**src/rtl/seg_display_pkg.sv**
```systemverilog
// Shared glyph constants, FSM state type and BCD sizing helper for seg_display_ctrl.
package seg_display_pkg;

  localparam logic [7:0] SEG_0     = 8'hC0;
  localparam logic [7:0] SEG_1     = 8'hF9;
  localparam logic [7:0] SEG_2     = 8'hA4;
  localparam logic [7:0] SEG_3     = 8'hB0;
  localparam logic [7:0] SEG_4     = 8'h99;
  localparam logic [7:0] SEG_5     = 8'h92;
  localparam logic [7:0] SEG_6     = 8'h82;
  localparam logic [7:0] SEG_7     = 8'hF8;
  localparam logic [7:0] SEG_8     = 8'h80;
  localparam logic [7:0] SEG_9     = 8'h98;
  localparam logic [7:0] SEG_A     = 8'h88;
  localparam logic [7:0] SEG_B     = 8'h83;
  localparam logic [7:0] SEG_C     = 8'hC6;
  localparam logic [7:0] SEG_D     = 8'hA1;
  localparam logic [7:0] SEG_E     = 8'h86;
  localparam logic [7:0] SEG_F     = 8'h8E;
  localparam logic [7:0] SEG_MINUS = 8'hBF;
  localparam logic [7:0] SEG_BLANK = 8'hFF;
  localparam logic [7:0] SEG_OVF   = 8'hB6;

  typedef enum logic [1:0] {IDLE, LOAD, SHIFT, DONE} state_t;

  // ceil(w * log10(2)) in integer arithmetic: decimal digits needed for a w-bit value.
  function automatic int bcd_digits(input int w);
    return (w * 30103 + 99999) / 100000;
  endfunction

endpackage

```
**src/rtl/seg_glyph.sv**
```systemverilog
// Combinational 4-bit digit to active-low seven-segment glyph encoder (DP off).
module seg_glyph
  import seg_display_pkg::*;
(
  input  logic [3:0] digit,
  output logic [7:0] glyph
);

  always_comb begin
    glyph = SEG_BLANK;
    case (digit)
      4'h0: glyph = SEG_0;
      4'h1: glyph = SEG_1;
      4'h2: glyph = SEG_2;
      4'h3: glyph = SEG_3;
      4'h4: glyph = SEG_4;
      4'h5: glyph = SEG_5;
      4'h6: glyph = SEG_6;
      4'h7: glyph = SEG_7;
      4'h8: glyph = SEG_8;
      4'h9: glyph = SEG_9;
      4'hA: glyph = SEG_A;
      4'hB: glyph = SEG_B;
      4'hC: glyph = SEG_C;
      4'hD: glyph = SEG_D;
      4'hE: glyph = SEG_E;
      default: glyph = SEG_F;
    endcase
  end

endmodule

```
**src/rtl/seg_display_ctrl.sv**
```systemverilog
// Handshaked hex/decimal, signed/unsigned value to seven-segment display controller.
// Optional leading-zero blanking is enabled by defining SEG_LZB_EN.
module seg_display_ctrl
  import seg_display_pkg::*;
#(
  parameter int W      = 10,
  parameter int DIGITS = 6
) (
  input  logic                  clk,
  input  logic                  rst_n,
  input  logic                  in_valid,
  output logic                  in_ready,
  input  logic [W-1:0]          in_data,
  input  logic                  in_signed,
  input  logic                  in_dec,
  output logic [DIGITS*8-1:0]   seg,
  output logic                  overflow,
  output logic                  done
);

  localparam int BCD_N = bcd_digits(W);
  localparam int ND    = (BCD_N > DIGITS) ? BCD_N : DIGITS;
  localparam int DW    = 4 * ND;
  localparam int CW    = $clog2(W + 1);

  state_t                state_q, state_d;
  logic [W-1:0]          bin_q, bin_d;
  logic                  dec_q, dec_d;
  logic                  sign_q, sign_d;
  logic [DW-1:0]         dig_q, dig_d;
  logic [CW-1:0]         cnt_q, cnt_d;
  logic [DIGITS*8-1:0]   seg_q, seg_d;
  logic                  ovf_q, ovf_d;
  logic                  done_q, done_d;

  logic [W-1:0]          mag;
  logic [DW-1:0]         bcd_adj;
  logic [7:0]            n_sig;
  logic [7:0]            cap;
  logic                  ovf_w;
  logic [DIGITS*8-1:0]   seg_next;
  logic [7:0]            glyph_w [DIGITS];

  assign mag = sign_q ? (~bin_q + 1'b1) : bin_q;

  // Digits above n_sig-1 are zero; this includes BCD positions that have no display.
  always_comb begin
    n_sig = 8'd1;
    for (int i = 0; i < ND; i++) begin
      if (dig_q[4*i +: 4] != 4'd0) n_sig = 8'(i + 1);
    end
  end

  assign cap   = 8'(DIGITS) - {7'd0, sign_q};
  assign ovf_w = (n_sig > cap);

  generate
    for (genvar gi = 0; gi < DIGITS; gi++) begin : g_digit
      seg_glyph u_glyph (
        .digit (dig_q[4*gi +: 4]),
        .glyph (glyph_w[gi])
      );
`ifdef SEG_LZB_EN
      assign seg_next[8*gi +: 8] = ovf_w                          ? SEG_OVF   :
                                   (8'(gi) < n_sig)               ? glyph_w[gi] :
                                   (sign_q && (8'(gi) == n_sig))  ? SEG_MINUS : SEG_BLANK;
`else
      assign seg_next[8*gi +: 8] = ovf_w                          ? SEG_OVF   :
                                   (sign_q && (gi == DIGITS - 1)) ? SEG_MINUS : glyph_w[gi];
`endif
    end
  endgenerate

  always_comb begin
    state_d  = state_q;
    bin_d    = bin_q;
    dec_d    = dec_q;
    sign_d   = sign_q;
    dig_d    = dig_q;
    cnt_d    = cnt_q;
    seg_d    = seg_q;
    ovf_d    = ovf_q;
    done_d   = 1'b0;
    in_ready = 1'b0;
    bcd_adj  = dig_q;
    case (state_q)
      IDLE: begin
        in_ready = 1'b1;
        if (in_valid) begin
          bin_d   = in_data;
          sign_d  = in_signed & in_data[W-1];
          dec_d   = in_dec;
          state_d = LOAD;
        end
      end
      LOAD: begin
        if (dec_q) begin
          dig_d   = '0;
          bin_d   = mag;
          cnt_d   = CW'(W);
          state_d = SHIFT;
        end else begin
          dig_d   = DW'(mag);
          state_d = DONE;
        end
      end
      SHIFT: begin
        for (int i = 0; i < ND; i++) begin
          if (bcd_adj[4*i +: 4] >= 4'd5) bcd_adj[4*i +: 4] = bcd_adj[4*i +: 4] + 4'd3;
        end
        {dig_d, bin_d} = {bcd_adj, bin_q} << 1;
        cnt_d = cnt_q - 1'b1;
        if (cnt_q == CW'(1)) state_d = DONE;
      end
      DONE: begin
        seg_d   = seg_next;
        ovf_d   = ovf_w;
        done_d  = 1'b1;
        state_d = IDLE;
      end
      default: state_d = IDLE;
    endcase
  end

  always_ff @(posedge clk or negedge rst_n) begin
    if (!rst_n) begin
      state_q <= IDLE;
      bin_q   <= '0;
      dec_q   <= 1'b0;
      sign_q  <= 1'b0;
      dig_q   <= '0;
      cnt_q   <= '0;
      seg_q   <= {DIGITS{SEG_BLANK}};
      ovf_q   <= 1'b0;
      done_q  <= 1'b0;
    end else begin
      state_q <= state_d;
      bin_q   <= bin_d;
      dec_q   <= dec_d;
      sign_q  <= sign_d;
      dig_q   <= dig_d;
      cnt_q   <= cnt_d;
      seg_q   <= seg_d;
      ovf_q   <= ovf_d;
      done_q  <= done_d;
    end
  end

  assign seg      = seg_q;
  assign overflow = ovf_q;
  assign done     = done_q;

endmodule

```
**config.mk**
```make
export PLATFORM = sky130hd
export DESIGN_NAME = seg_display_ctrl
export DESIGN_NICKNAME = d
export VERILOG_FILES = /design/src/rtl/seg_display_pkg.sv /design/src/rtl/seg_glyph.sv /design/src/rtl/seg_display_ctrl.sv
export SDC_FILE = /design/constraint.sdc
export NUM_CORES = 1
export LEC_CHECK = 0
export CAP_MARGIN = 20
export CORE_UTILIZATION = 40
export CTS_BUF_LIST = sky130_fd_sc_hd__clkbuf_8
export CTS_CLUSTER_DIAMETER = 200
export CTS_CLUSTER_SIZE = 25
export DETAILED_ROUTE_END_ITERATION = 8
export PLACE_DENSITY = 0.64
export SLEW_MARGIN = 20
export SYNTH_ARGS = -nofsm -noshare
export SYNTH_HDL_FRONTEND = slang
export SYNTH_HIERARCHICAL = 1
export SYNTH_SLANG_ARGS = --single-unit
```
**constraint.sdc**
```tcl
create_clock -name clk -period 4 [get_ports clk]
set_clock_uncertainty 0.05 [all_clocks]
set_input_delay 1 -clock clk [delete_from_list [all_inputs] [get_ports clk]]
set_output_delay 1 -clock clk [all_outputs]
set_load 0.01 [all_outputs]
```
Word-level counts from Yosys, hierarchy flattened
Memory sizes are Yosys's and may differ from the RTL's. Cells that the tools add are included.

Bits of input ports: 15. Bits in read-only memories: 672. Logic and storage cells: 84. Memories kept: 6. Output and inout bits: 51. Flip-flop bits (word level): 92.

Equal/unequal tests: 7. Bitwise operators: 2. Order comparisons: 7. Reduce and logical (&&, ||, !) cells: 12. Add/sub/neg operators: 9. Multiplexer cells: 32.

Memories: (name not given) (depth 16, bits a word 7, rd ports 1, clocked after Yosys merged registers in 0, wr ports 0, line seg_glyph.sv:11) `case (digit)`; (name not given) (depth 16, bits a word 7, rd ports 1, clocked after Yosys merged registers in 0, wr ports 0, line seg_glyph.sv:11); (name not given) (depth 16, bits a word 7, rd ports 1, clocked after Yosys merged registers in 0, wr ports 0, line seg_glyph.sv:11); (name not given) (depth 16, bits a word 7, rd ports 1, clocked after Yosys merged registers in 0, wr ports 0, line seg_glyph.sv:11); (name not given) (depth 16, bits a word 7, rd ports 1, clocked after Yosys merged registers in 0, wr ports 0, line seg_glyph.sv:11); (name not given) (depth 16, bits a word 7, rd ports 1, clocked after Yosys merged registers in 0, wr ports 0, line seg_glyph.sv:11).

Operators with widths (count): $mux 8 (8); $pmux 24 s2 (1); $mux 10 (4); $pmux 10 s3 (1); $ge 4x3->1 const B (6); $mux 4 (6); $add 4x2->4 const B (5); $reduce_bool 4->1 (5); $add 10x1->10 const B (1); $not 10->10 (1); $mux 3 (3); $gt 8x8->1 (1); $mux 2 (4); $pmux 2 s4 (1); $pmux 4 s2 (1); $ne 2x2->1 const B (3); $reduce_and 2->1 (3); $eq 2x2->1 const B (2); $eq 4x1->1 const B (1); $sub 3x1->4 const A (1); $sub 4x1->4 const B (1); $add 3x2->3 const B (1); $mux 1 (3); $reduce_and 3->1 (1); other kinds (5) (5).

Depth between registers and ports, before layout
Gate-level depths: netlist (run 1).

Depth after elaboration: 8. Depth in mapped cells: 11. Gate-level depth less buffers: 9.

Cells and area by module
The synthesis (run 1) kept the hierarchy.

By module, submodules not included: seg_display_ctrl (times used 1, seq. area each 2362.3 um^2, area an instance 5046.1 um^2, cells each 535); seg_glyph at g_digit[1].u_glyph ... (times used 4, seq. area each 0.0 um^2, area an instance 266.5 um^2, cells each 36); seg_glyph at g_digit[0].u_glyph (times used 1, seq. area each 0.0 um^2, area an instance 296.5 um^2, cells each 38); seg_glyph at g_digit[2].u_glyph (times used 1, seq. area each 0.0 um^2, area an instance 279.0 um^2, cells each 37).

Worst setup path after synthesis (run 1)
Ideal clock, no wire load.

Kind: reg2reg. Start: register dig_q[12]. End: register ovf_q (netlist: overflow). Cell stages (with the launch flop): 11. Buffers on the path: 1. Data required time: 3.825 ns. Arrival: 2.725 ns. Path slack: 1.100 ns. Cells stage by stage: dfrtp_1 -> inv_1 -> ha_1 -> or3b_1 -> or4_4 -> o21ai_0 -> ha_1 -> nor2b_1 -> o221a_1 -> buf_6 -> mux2_2.

Cells in the longest elaborated chain, start to end: 5.

Ends and longest elaborated chain: from (decl) (line seg_display_ctrl.sv:30) `logic [DW-1:0] dig_q, dig_d;`; from (signal assigned) (line seg_display_ctrl.sv:141) `dig_q <= dig_d;`; $reduce_bool 4->1 (line seg_display_ctrl.sv:50) `if (dig_q[4*i +: 4] != 4'd0) n_sig = 8'(i + 1);`; $mux 3 (2 in a row) (line seg_display_ctrl.sv:50); $mux 8 (line seg_display_ctrl.sv:50); $gt 8x8->1 (line seg_display_ctrl.sv:55) `assign ovf_w = (n_sig > cap);`; to (signal assigned) (line seg_display_ctrl.sv:144) `ovf_q <= ovf_d;`; to (decl) (line seg_display_ctrl.sv:33) `logic ovf_q, ovf_d;`.

Every way passes these cells. A chain may end at the register's enable or synchronous reset.

Worst setup path in the final report (run 1)
Start: register dig_q[12]. End: register seg_q[8] (netlist: seg[8]).

Cells in the longest elaborated chain, start to end: 6.

Ends and longest elaborated chain: $reduce_bool 4->1 (line seg_display_ctrl.sv:50); $mux 3 (2 in a row) (line seg_display_ctrl.sv:50); $mux 8 (line seg_display_ctrl.sv:50); $gt 8x8->1 (line seg_display_ctrl.sv:55); $mux 8 (line seg_display_ctrl.sv:68) `assign seg_next[8*gi +: 8] = ovf_w ? SEG_OVF :`; to (signal assigned) (line seg_display_ctrl.sv:133) `seg_q <= {DIGITS{SEG_BLANK}};`; to (signal assigned) (line seg_display_ctrl.sv:143) `seg_q <= seg_d;`; to (decl) (line seg_display_ctrl.sv:32) `logic [DIGITS*8-1:0] seg_q, seg_d;`.

Every way passes these cells.

==> impl_metrics.ini, run 1 <==
[run_status]
status = finished clean

[min_path]
hp-class = reg -> reg
worstHoldStart = seg[3]$_DFFE_PN1P_

[cts]
cts_root_buf = clkbuf_8
clk_pin_slew_ns = 0.09
ctsLongestPathBuffers = 2
clk_latency_ns = 0.38
cts_hold_buf = 0
cts_setup_buffers = 0
cts_tree = built
numCtsBuffers = 9
numClockSinks = 92
cts.repair.resized = 0
cts_max_level = 3

[synth]
synth_mux_area_share_pct = 5.13
synth_nets = 826
syn_area_per_cell_um2 = 8.87
synth_seq_cells = 92
synthesis.area_um2 = 6690
netlist_instances = 754
synthFlopType = dfstp_2
synth_top_family_by_area = compound AO/OA/AOI/OAI gates
synth_top_cell_by_area = dfstp_2
synth_xor_area_share_pct = 2.10
synth_edf_count = 0
synthAdderAreaFrac_pct = 10.7
synth_top_cell_area_share_pct = 18.9
yosysSeqAreaShare_pct = 35.3
synthSimpleGateAreaFrac_pct = 14.4
synthDistinctLibCells = 77
synth_compound_area_share_pct = 22.5
ys_warn_count = 6
async_flop_share_pct = 100
synth_area_leaders = dfstp_2 19%, dfrtp_1 16%, ha_1 11%

[power_and_ir_drop]
swShare_pct = 42.8
pwr-share-clk_pct = 11.4
p_switching_mw = 2.35
p_int_mw = 3.13
power.density_nw_per_um2 = 722
ir_drop_mv = 0.643
pwr-share-comb_pct = 55.0
power.leakage_nw = 3.15
p_seq_share_pct = 33.5

[critical_path]
worstPathArrival_ns = 3.50
crit_path_end_kind = flip-flop
required_ns = 4.24
path_buf_inv = 2
startpoint_type = flip-flop
critPathTopFamily = simple AND/OR/NAND/NOR gates
path_max_fanout = 11
crit_top_cell = ha_1
cp_cell_sequence = inv_1 > ha_1 > or3b_1 > or4_4 > o21ai_0 > ha_1 > nor2b_1 > o221a_1 > buf_4 > o22ai_1
reg2reg_from = dig_q[12]$_DFFE_PN0N_
critical_path.max_stage_delay_ns = 0.50
critPathKind = reg -> reg
crit_start = dig_q[12]$_DFFE_PN0N_
cp_slowest_cell = o221a_1

[route]
post-route-drc-count = 0
wl_met1_mm = 7.48
finalWirelength_mm = 14.4
vias_per_cell = 5.23
wl_met2_mm = 6.22
dr_wl_met3_um = 451
dr.pass1.iters = 4
ant_nets = 0
drtIter0Drc = 377
top_layer = met4
wire_per_inst_um = 14.3
vias = 5263

[flow_run]
maxCapViolCount = 0

[layout]
fill_cells = 1570
drive_above_1_share_pct = 13.9
antenna_cells = 0
fin_nets = 858
syn2layout_area_growth_pct = 13.4
multi_input_area_um2 = 3700
seq_area_um2 = 2360

[sta]
worst_pin_slew_ns = 0.901
slew_headroom_pct = 39.9
min_period_ns = 3.27
hold_viol_final = 0
fin_setup_tns_ns = 0
fin_crit_sh_pct = 81.7
worst_slack_ns = 0.734
setup_viol = 0
rsz0062_at_grt = no
drv_slew = 0
fmax_ghz = 0.306

[floorplan]
die_h_um = 131
die_w_um = 131
core_um2 = 16100
dieArea_um2 = 17200
rows = 46
initial_core_util_pct = 41.5
io_pins = 66

[global_routing]
antenna_found_initial = 0
grt.overflow.total = 0
grt_max_degree = 69
grt_usage_pct = 17.4
grt_pass1_vias = 4999
grt_pass1_wl_mm = 24.7

[placed_design]
port_buffers = 65
dp_hpwl_mm = 9.89
globalplace.congestion = 0.824
pre_cts_ws_ns = 0.738
-- metal layers --
layer / up-vias / track usage, %
met5: - / 0
met4: 0 / 5.88
met3: 16 / 2.35
met2: 101 / 26.9
met1: 2450 / 24.9
li1: 2696 / -
-- power groups by stage --
| stage | logic, mW | registers (mW) | clock network, mW |
|---|---|---|---|
| floorplan | 2.05 | 1.82 | 0 |
| finish | 3.01 | 1.84 | 0.627 |
| global placement | 2.98 | 1.85 | 0 |
| detailed placement | 3.02 | 1.85 | 0 |
| CTS | 3.03 | 1.84 | 0.651 |
| global route | 3.38 | 1.91 | 0.679 |
-- state kept, by name, summed over array words and instances, names as in the netlist --
signal and count:
bin_q 10, cnt_q 4, dec_q 1, dig_q 24, done 1, overflow 1, seg 48, sign_q 1
state_q 2
-- through the flow --
stage | power (mW) | util, % | instances | cell area [um2] | hold slack (ns)
2_1_floorplan | 3.88 | - | 754 | 6690 | 0.431
3_3_place_gp | 4.84 | 45.9 | 991 | 7400 | 0.415
3_5_place_dp | 4.88 | 45.9 | 991 | 7400 | 0.419
4_1_cts | 5.53 | 47.1 | 1007 | 7590 | 0.433
5_1_grt | 5.96 | 47.1 | 1007 | 7590 | 0.450
6_report | 5.48 | 47.1 | 1007 | 7590 | 0.430
-- tightest hold or removal path, cell delays in order, from the launching register on --
cell	delay, ns
dfstp_2	0.38
inv_1	0.04
o22ai_1	0.06
-- logic make-up (layout without fill, tap and decap cells) --
kind of cell | count (synthesis) | after routing
simple gates | 196 | 196
other cells | 6 | 6
flops | 92 | 92
mux | 33 | 33
buf+inv | 142 | 179
xor+xnor | 16 | 16
fa+ha+maj | 57 | 57
compound gates | 212 | 212
-- layout by cell type, fill, tap and decap left out, drive strengths merged, types with 18 or more instances in the layout --
cell	count
o22ai	31
clkdlybuf4s50	64
dfstp	48
nand2	37
inv	92
ha	57
mux2i	26
a31oi	33
a21oi	26
o21ai	50
nand2b	18
dfrtp	44
a22o	20
nor2	74
-- synthesized netlist by cell type, types with 5 or more instances --
cell / count
a22o_1: 20
mux2_2: 6
a31oi_1: 33
nor3_1: 11
a21oi_1: 25
o22ai_2: 11
clkbuf_1: 33
nor2b_1: 14
buf_4: 6
nor2_1: 70
mux2i_1: 26
nand3_1: 11
inv_1: 86
o22ai_1: 20
or3b_1: 5
nand2_1: 36
and3_1: 8
xor2_1: 5
nand2b_1: 17
o21ai_1: 5
dfstp_2: 48
a32o_1: 6
xnor2_1: 11
conb_1: 6
o21ai_0: 44
dfrtp_1: 44
o221ai_1: 5
buf_6: 10
ha_1: 57
-- layout make-up --
type	count	area share, %
repair buffers	74	9.60
multi-input cells	520	48.8
inverters	89	4.40
well taps	216	3.56
clock inverters	6	0.660
flip-flops and latches	92	31.1
clock buffers	10	1.81
-- worst paths after layout --
check	end	slack (ns)	cells past startpoint
worst max register to register	seg[8]$_DFFE_PN1P_	0.73	10
min in group asynchronous	overflow$_DFFE_PN0P_	0.69	1
max in group asynchronous	seg[1]$_DFFE_PN1P_	2.32	2
worst min-delay path	seg[3]$_DFFE_PN1P_	0.43	2
worst min register to register	seg[3]$_DFFE_PN1P_	0.43	2
worst max-delay path	seg[8]$_DFFE_PN1P_	0.73	10
Note: power is estimated with default switching activity, not from simulation.
==> inputs of run 2 (changes only) <==
==> constraint.sdc (replaced) <==
create_clock -name clk -period 3.1 [get_ports clk]
set_clock_uncertainty 0.05 [all_clocks]
set_input_delay 0.775 -clock clk [delete_from_list [all_inputs] [get_ports clk]]
set_output_delay 0.775 -clock clk [all_outputs]
set_load 0.01 [all_outputs]
==> run 2 against run 1 <==
Compared with the run above:
- register-to-register slack lost 0.52 ns
- sequential power grew 28%
- sequential cell count did not move
- cell area up 2.4%
- critical path type unchanged
- critical endpoint is now seg[46]$_DFFE_PN1P_
- largest power group unchanged
==> impl_metrics.ini, run 2 (synthesis gave the netlist of run 1 again) <==
[placed_design]
dp_hpwl_mm = 10.3
port_buffers = 65
place_area_um2 = 7490
globalplace.congestion = 0.779

[critical_path]
worstPathArrival_ns = 3.17
startpoint_type = flip-flop
required_ns = 3.39
critPathKind = reg -> reg
rr_worst_depth = 11
path_max_fanout = 10
crit_path_end_kind = flip-flop

[sta]
fin_crit_sh_pct = 93.1
hold_viol_final = 0
rsz0062_at_grt = no
setup_viol = 0
worst_pin_slew_ns = 0.704
fin_setup_tns_ns = 0
min_period_ns = 2.88
fmax_ghz = 0.347
slew_headroom_pct = 53.1
drv_slew = 0

[power_and_ir_drop]
ir_drop_mv = 0.535
power.leakage_nw = 3.25
finalPower_mw = 7.31
pwr-share-comb_pct = 53.9
pwr-share-clk_pct = 13.9
p_switching_mw = 3.07
p_seq_share_pct = 32.2
power.density_nw_per_um2 = 941
swShare_pct = 42.0
p_int_mw = 4.23

[global_routing]
grt_pass1_vias = 4910
grt_max_degree = 63
grt_pass1_wl_mm = 24.7
grt.overflow.total = 0
antenna_found_initial = 0
grt_usage_pct = 17.4

[layout]
fin_nets = 874
multi_input_area_um2 = 3710
largest_reg_flops = 48
fill_cells = 1568
mostFrequentLayoutCell = inv_1
antenna_cells = 0
seq_area_um2 = 2360
drive_above_1_share_pct = 16.2
syn2layout_area_growth_pct = 16.1
final_cell_mix = 87 x inv_1, 70 x nor2_1, 64 x clkdlybuf4s50_1
final_cell_area_um2 = 7770
fin_util_pct = 48.2

[flow_run]
maxCapViolCount = 0

[floorplan]
die_w_um = 131
die_h_um = 131
dieArea_um2 = 17200
rows = 46
io_pins = 66
initial_core_util_pct = 41.5
core_um2 = 16100

[cts]
cts_root_buf = clkbuf_8
numCtsBuffers = 9
cts_hold_buf = 0
cts_max_level = 3
clk_latency_ns = 0.39
clk_pin_slew_ns = 0.10
cts_tree = built
ctsLongestPathBuffers = 2
numClockSinks = 92

[route]
wire_per_inst_um = 14.5
finalWirelength_mm = 14.8
drtIter0Drc = 410
dr.pass1.iters = 4
post-route-drc-count = 0
vias_per_cell = 5.22
vias = 5342
ant_nets = 0

[min_path]
hp-class = in -> async

[run_status]
status = finished clean
## run 2: cell count changes in the layout (fill, tap and decap cells not counted), sizes merged
cell	previous run	this run
bufinv	1	3
buf	10	26
inv	92	90
## run 2: power groups by stage
stage / sequential, mW / combinational [mW] / clock (mW)
global route: 2.44 / 4.38 / 1.09
finish: 2.35 / 3.94 / 1.02
detailed placement: 2.37 / 3.93 / 0
global placement: 2.36 / 3.89 / 0
floorplan: 2.35 / 2.65 / 0
CTS: 2.35 / 3.95 / 1.05
## run 2: worst max-delay path: stages (launching register included)
cell      delay [ns]
dfrtp_1         0.39
inv_1           0.11
ha_2            0.21
or3b_1          0.38
or4_4           0.46
o21ai_2         0.15
ha_1            0.24
nor2b_1         0.15
o221ai_2        0.19
buf_4           0.17
buf_6           0.15
a41o_1          0.18
## run 2: layout make-up
| class | instances | area share, % |
|---|---|---|
| Clock buffer | 10 | 1.77 |
| Timing Repair Buffer | 90 | 10.8 |
| Multi-Input combinational cell | 520 | 47.8 |
| Tap cell | 216 | 3.48 |
| Clock inverter | 6 | 1.43 |
| Sequential cell | 92 | 30.4 |
| Inverter | 89 | 4.30 |
## run 2: per-layer routing
metal | track usage, % | wire length (um) | up-vias
met5 | 0 | 0 | -
li1 | - | - | 2725
met1 | 25.1 | 7470 | 2494
met2 | 26.2 | 6580 | 112
met3 | 3.28 | 601 | 11
met4 | 5.49 | 174 | 0
## run 2: path summary, 6_finish.rpt
check                                           start               endpoint  slack [ns]
worst max-delay path            dig_q[13]$_DFFE_PN0N_    seg[46]$_DFFE_PN1P_        0.22
worst min-delay path                            rst_n  dig_q[15]$_DFFE_PN0N_        0.27
worst max register to register  dig_q[13]$_DFFE_PN0N_    seg[46]$_DFFE_PN1P_        0.22
worst min register to register     seg[8]$_DFFE_PN1P_     seg[8]$_DFFE_PN1P_        0.43
max in group asynchronous                       rst_n    seg[28]$_DFFE_PN1P_        1.93
min in group clk                   seg[8]$_DFFE_PN1P_     seg[8]$_DFFE_PN1P_        0.43
## run 2: stage by stage
step | setup slack, ns | instances | hold slack, ns
floorplan | 0.200 | 754 | 0.429
global placement | 0.246 | 1005 | 0.416
detailed placement | 0.203 | 1005 | 0.420
finish | 0.215 | 1023 | 0.274
CTS | 0.159 | 1021 | 0.279
global route | 0.0250 | 1023 | 0.302
## run 2: what timing repair did
action,in CTS,in global routing
setup endpoints to repair,0,22
resized for setup,0,5
buffers inserted,0,1
